File: src/rtl/axi_stream_header_arbiter.sv
// axi_stream_header_arbiter: round-robin sharing of one header-insert port, grant held until the packet's last beat.
module axi_stream_header_arbiter #(
   parameter int NUM_SRC      = 4,
   parameter int DATA_WD      = 32,
   parameter int DATA_BYTE_WD = DATA_WD / 8,
   parameter int BYTE_CNT_WD  = $clog2(DATA_BYTE_WD),
   parameter int SRC_WD       = (NUM_SRC > 1 ? $clog2(NUM_SRC) : 1)
) (
   input  logic                            clk,
   input  logic                            rst_n,
   input  logic [NUM_SRC-1:0]              src_enable,
   input  logic [NUM_SRC-1:0]              src_valid,
   input  logic [NUM_SRC*DATA_WD-1:0]      src_data,
   input  logic [NUM_SRC*DATA_BYTE_WD-1:0] src_keep,
   input  logic [NUM_SRC*BYTE_CNT_WD-1:0]  src_byte_cnt,
   output logic [NUM_SRC-1:0]              src_ready,
   output logic                            valid_insert,
   output logic [DATA_WD-1:0]              data_insert,
   output logic [DATA_BYTE_WD-1:0]         keep_insert,
   output logic [BYTE_CNT_WD-1:0]          byte_insert_cnt,
   input  logic                            ready_insert,
   input  logic                            valid_out,
   input  logic                            ready_out,
   input  logic                            last_out,
   output logic [SRC_WD-1:0]               grant_id,
   output logic                            busy,
   output logic [15:0]                     pkt_done_cnt
);
   typedef enum logic [1:0] {IDLE, OFFER, PACKET} state_t;
   state_t state;
   logic [SRC_WD-1:0] rr_ptr, winner;
   logic [NUM_SRC-1:0] req;
   int k;
   assign req = src_valid & src_enable;
   // scan downward so the lowest offset from rr_ptr is written last and wins
   always_comb begin
      winner = rr_ptr;
      k = 0;
      for (int i = NUM_SRC - 1; i >= 0; i--) begin
         k = int'(rr_ptr) + i;
         k = (k >= NUM_SRC) ? k - NUM_SRC : k;
         if (req[SRC_WD'(k)]) winner = SRC_WD'(k);
      end
   end
   assign src_ready = (rst_n && state == IDLE && |req) ? NUM_SRC'(1) << winner : '0;
   assign busy = state != IDLE;
   always_ff @(posedge clk or negedge rst_n) begin
      if (!rst_n) begin
         state           <= IDLE;
         rr_ptr          <= '0;
         grant_id        <= '0;
         valid_insert    <= 1'b0;
         data_insert     <= '0;
         keep_insert     <= '0;
         byte_insert_cnt <= '0;
         pkt_done_cnt    <= '0;
      end else begin
         case (state)
            IDLE: if (|req) begin
               data_insert     <= src_data[int'(winner)*DATA_WD +: DATA_WD];
               keep_insert     <= src_keep[int'(winner)*DATA_BYTE_WD +: DATA_BYTE_WD];
               byte_insert_cnt <= src_byte_cnt[int'(winner)*BYTE_CNT_WD +: BYTE_CNT_WD];
               grant_id        <= winner;
               valid_insert    <= 1'b1;
               state           <= OFFER;
            end
            OFFER: if (ready_insert) begin
               valid_insert <= 1'b0;
               state        <= PACKET;
            end
            PACKET: if (valid_out && ready_out && last_out) begin
               pkt_done_cnt <= pkt_done_cnt + 16'd1;
               rr_ptr       <= (grant_id == SRC_WD'(NUM_SRC - 1)) ? '0 : grant_id + 1'b1;
               state        <= IDLE;
            end
            default: state <= IDLE;
         endcase
      end
   end
endmodule

File: config.mk
export PLATFORM = sky130hd
export DESIGN_NAME = axi_stream_header_arbiter
export DESIGN_NICKNAME = d
export VERILOG_FILES = /design/src/rtl/axi_stream_header_arbiter.sv
export SDC_FILE = /design/constraint.sdc
export NUM_CORES = 1
export LEC_CHECK = 0
export BUFFER_PORTS_ARGS = -buffer_cell sky130_fd_sc_hd__buf_2
export CAP_MARGIN = 30
export CELL_PAD_IN_SITES_DETAIL_PLACEMENT = 1
export CELL_PAD_IN_SITES_GLOBAL_PLACEMENT = 2
export CORE_MARGIN = 2
export CORE_UTILIZATION = 26
export CTS_CLUSTER_DIAMETER = 150
export DETAILED_ROUTE_END_ITERATION = 6
export PLACE_DENSITY = 0.94
export REMOVE_ABC_BUFFERS = 1
export SLEW_MARGIN = 20
export SYNTH_ARGS = -nofsm -noshare
export SYNTH_HDL_FRONTEND = slang
export SYNTH_SLANG_ARGS = --single-unit
File: constraint.sdc
create_clock -name clk -period 3.14 [get_ports clk]
set_input_delay 0 -clock clk [delete_from_list [all_inputs] [get_ports clk]]
set_output_delay 0 -clock clk [all_outputs]
set_load 0.05 [all_outputs]
* Word level (Yosys, flattened, before mapping)
Index checks and enable logic that the tools add are counted.
Storage, ports and cells: register bits 61, logic and storage cells 77
Cells by class: add/subtract/negate cells 9, order comparisons 8, equality and inequality tests 6, shift-type cells 4, multiplexer cells 29, bitwise gates (word level) 1, reduce and logical (&&, ||, !) cells 12
Operators with widths (count):
- $shiftx A128 B8 Y32 | 1
- $mux W2 | 12
- $add A16 B1 Y16 const B | 1
- $lt A2 B4 Y1 const B | 4
- $shiftx A16 B5 Y4 | 1
- $mux W1 | 10
- $ge A3 B3 Y1 const B | 3
- $bmux W1 S2 | 4
- $shiftx A8 B4 Y2 | 1
- $sub A2 B1 Y2 const B | 4
- $add A2 B2 Y3 const B | 2
- $pmux W2 S3 | 1
- $reduce_and A3 Y1 | 2
- $and A4 B4 Y4 | 1
- $eq A2 B2 Y1 const B | 2
- $logic_and A1 B1 Y1 | 4
- $mux W4 | 1
- $ne A2 B2 Y1 const B | 2
- $reduce_and A2 Y1 | 2
- $reduce_bool A2 Y1 | 2
- $reduce_or A4 Y1 | 1
- $shl A1 B2 Y4 const A | 1
- $add A2 B1 Y3 const B | 1
- $ge A2 B3 Y1 const B | 1
- 5 further kinds | 5

* Longest topological paths before layout
word-level depth 12, gate-level depth with buffers 8

* Least setup slack after synthesis
No wires, ideal clock.
path kind reg-to-output, start register state[0], end output port src_ready[0], arrival 2307 ps, required time 3140 ps, slack 833 ps, stages on the path, launching flop included 6, cell sequence dfrtp_1 > or2_1 > a41oi_2 > clkbuf_1 > nand3b_1 > nor2_1
Between the ends: word-level cells in the longest chain between the ends 4
RTL lines:
- from (decl) | line 30 | state_t state;
- from (signal assigned) | line 49 | state <= IDLE;
- from (signal assigned) | line 65 | state <= OFFER;
- from (signal assigned) | line 69 | state <= PACKET;
- $logic_not A2 Y1 | line 45 | assign src_ready = (rst_n && state == IDLE && |req) ? NUM_SRC'(1) << winner : '0;
- $logic_and A1 B1 Y1 (2 in a row) | line 45
- $mux W4 | line 45
- to (decl) | line 16 | output logic [NUM_SRC-1:0] src_ready,
No other way between the ends.

* Final worst setup path
start register rr_ptr[0], end output port src_ready[1]
Between the ends: word-level cells in the longest chain between the ends 12
RTL lines:
- from (decl) | line 31 | logic [SRC_WD-1:0] rr_ptr, winner;
- from (signal assigned) | line 73 | rr_ptr <= (grant_id == SRC_WD'(NUM_SRC - 1)) ? '0 : grant_id + 1'b1;
- $add A2 B2 Y3 | line 40 | k = int'(rr_ptr) + i;
- $ge A3 B3 Y1 or $sub A2 B1 Y2 (tied branches) | line 41 | k = (k >= NUM_SRC) ? k - NUM_SRC : k;
- $mux W2 | line 41
- $bmux W1 S2 | line 42 | if (req[SRC_WD'(k)]) winner = SRC_WD'(k);
- $mux W1 (not written as such) (2 in a row) | line 42
- $mux W2 (3 in a row) | line 42
- $mux W2 (*) | line 42
- $shl A1 B2 Y4 (*) | line 45
- $mux W4 (*) | line 45
Every way passes the cells marked *; elsewhere a longest branch is shown, timed or not. The select of a mux whose other input is x is not followed.

==> qor.txt <==
CP startpoint -> rr_ptr[0]
Gate power share -> 57.6%
Antenna violations before repair -> 0
Fmax -> 431 MHz
Average cell area after synthesis -> 11.2 um2
Maximum fanout along the worst path -> 79
Syn Inst Count -> 324
Slowest CP cell -> a2111oi_4
Global placement routability congestion -> 0.812
Sw Ratio -> 49.4%
Initial Util -> 26.4%
Power Dens Cells -> 989 nW/um2
R2R depth -> 6
Final min period -> 2.32 ns
Final Hold Slack -> 0.0287 ns
Vias in the first global route -> 3697
Detailed-route via count -> 3516
Final Max Slew Viols -> 0
Ant. Diodes -> 0
Synth Warn # -> 0
I/O pin cnt -> 228
CP max stage delay -> 0.44 ns
DIE WIDTH -> 122 um
Total track usage -> 15.9%
Drt wl/cell -> 16.5 um
Clock Sink Count -> 61
Total of max-cap violations -> 0
Clock latency on the worst-skew pair -> 0.31 ns
Util after Layout -> 37.8%
Die height -> 122 um
Internal -> 0.00261 W
Count of TritonRoute iterations in the first routing pass -> 4
Clk pin slew, worst setup/hold paths -> 0.05 ns
WP data arrival -> 2.32 ns
Final period util -> 73.9%
Async set-reset flop share out of synthesis -> 100%
P_leak -> 2.59 nW
Seq/Total Area, Yosys -> 41.9%
Sw Pwr -> 0.00255 W
CTS resizes -> 0
Cell variety after synth -> 41
Layout cells sized above 1 -> 49.1%
Post-layout nets -> 717
Total number of placement rows -> 43
Setup crit end -> src_ready[1]
Finish-stage setup viols -> 0
Remaining DRCs -> 0
Crit. path cell count -> 6
Reg2reg setup slack -> 0.90 ns
Clock skew -> 0.00422 ns
Die Area -> 15000 um2
CTS tree -> built
Vias per Instance -> 4.79
GRT overflow -> 0
CTS Buffer Depth -> 2
Area Overhead vs Synth -> 43.1%
CP cell instances -> o22ai_1, a2111oi_4, buf_12, nand3_1, nor2_1, buf_2
Relative slew margins -> 52.1%
Synth top area cells -> dfrtp_1 42%, mux2i_1 21%, a221oi_2 7.0%
Port bufs -> 227
Synthesis-stage register bit count -> 61
Synth Area in Compound Gates -> 15.1%
Synth top cells by count -> 76 x mux2i_1, 61 x dfrtp_1, 47 x nor2_1
Total routed wirelength -> 12.1 mm
Hold path cells -> 3
CORE AREA -> 13800 um2
Number of flops mapped to enable cells by yosys -> 0
DP Wirelength -> 9.57 mm
Worst Hold Class -> in2reg
Cell family with most CP delay -> buffers and inverters
Worst endpoint required time -> 3.14 ns
Synth Area in Adders -> 0.687%
Root Buffer -> clkbuf_16
Critical path launch point type -> register
Unrepaired setup endpoints after global routing -> false
Crit. End Element -> output pin
RR Endpoint -> data_insert[28]
Sequential share of power -> 25.1%
Synth Area in XOR/XNOR -> 3.61%
Number of routed nets with antenna violations -> 0
Slew @ Worst Pin -> 0.718 ns
Largest family of logic cells by synthesized area -> multiplexers
CTS H-tree depth -> 3
Initial DRC Count -> 139
Mux cell area share after synthesis -> 21.8%
Setup Crit Path Kind -> reg2out
Count leader, synth -> mux2i_1
First-pass GRT wire length -> 18.6 mm
FF-to-FF Start -> state[0]
Top_reg_cell synth -> dfrtp_1
Largest net degree at the start of global routing -> 80
Fin. Hold Viols -> 0
Status -> finished, final reports clean
Simple-Gate Fraction of Synth Area -> 11.6%
Num CTS Buffers -> 9
Buf/Inv on CP -> 2
Synth area leader -> dfrtp_1
Post-synth top area share -> 41.9%
Clock power share -> 17.3%
Total Power -> 0.00515 W
Worst IR Drop VDD -> 0.406 mV
Netlist Area Pre-Place -> 3640 um2
[per-layer routing]
metal,track usage (%),wire [um],vias to the layer above
met5,0,0,-
met4,4.60,160,0
met3,4.23,822,12
met2,28.0,6230,128
met1,18.9,4920,1710
li1,-,-,1666
[through the flow]
step	area (um2)	setup slack [ns]	setup TNS (ns)	cells
after floorplan	3460	-5.34	-214.92	302
after global placement	4920	1.01	0	716
after detailed placement	4920	0.907	0	716
after CTS	5210	0.752	0	734
after global routing	5210	0.661	0	734
final	5210	0.818	0	734
[registers in the layout, summed over array words and instances (netlist names)]
| signal | count |
|---|---|
| data_insert | 32 |
| pkt_done_cnt | 16 |
| keep_insert | 4 |
| byte_insert_cnt | 2 |
| grant_id | 2 |
| rr_ptr | 2 |
| state | 2 |
| valid_insert | 1 |
[power by group through the flow]
stage	combinational, W	sequential (W)	clock, W
after floorplan	0.00134	0.00221	0
after global placement	0.00290	0.00129	0
after detailed placement	0.00299	0.00130	0
after CTS	0.00300	0.00130	0.000927
after global routing	0.00316	0.00133	0.000955
final	0.00297	0.00129	0.000893
[logic make-up after synthesis]
| kind of cell | after synthesis |
|---|---|
| flip-flops | 61 |
| adder cells (fa/ha/maj) | 2 |
| XOR/XNOR | 15 |
| AO/OA/AOI/OAI | 52 |
| AND/OR/NAND/NOR | 91 |
| buffers and inverters | 24 |
| multiplexers | 79 |
[worst reg2reg max path, delay by kind of cell, from the launching register on]
family | cells | cell delay [ns]
buf+inv | 2 | 0.76
compound gates | 3 | 0.62
flops | 1 | 0.40
simple gates | 1 | 0.30
[cell type report]
cell class | count | area [um2]
Fill cell | 1672 | 8560
Sequential cell | 61 | 1530
Tap cell | 180 | 225
Multi-Input combinational cell | 239 | 1960
Clock buffer | 15 | 268
Clock inverter | 1 | 5.00
Inverter | 2 | 7.51
Timing Repair Buffer | 236 | 1220
[worst min path at each step]
stage | from | to | slack [ns]
2_1_floorplan | rst_n | byte_insert_cnt[0] | -0.30
3_3_place_gp | rst_n | data_insert[25] | -0.09
3_5_place_dp | rst_n | data_insert[25] | -0.09
4_1_cts | src_byte_cnt[5] | byte_insert_cnt[1] | 0.01
5_1_grt | src_data[31] | data_insert[31] | 0.04
6_report | src_byte_cnt[5] | byte_insert_cnt[1] | 0.03
[cells in the final DEF, fill, tap and decap left out, drive strengths merged, types with 7 or more instances in the layout]
master	n
a221oi	38
buf	234
clkbuf	15
dfrtp	61
mux2i	76
nand2	13
nor2	47
xnor2	8
xor2	7
[repair_timing]
| item | CTS | global route |
|---|---|---|
| hold endpoints to repair | 9 | 0 |
| setup endpoints to repair | 0 | 0 |
| setup buffers | 0 | 0 |
| hold buffers | 2 | 0 |
Note: power is estimated with default switching activity, not from simulation.
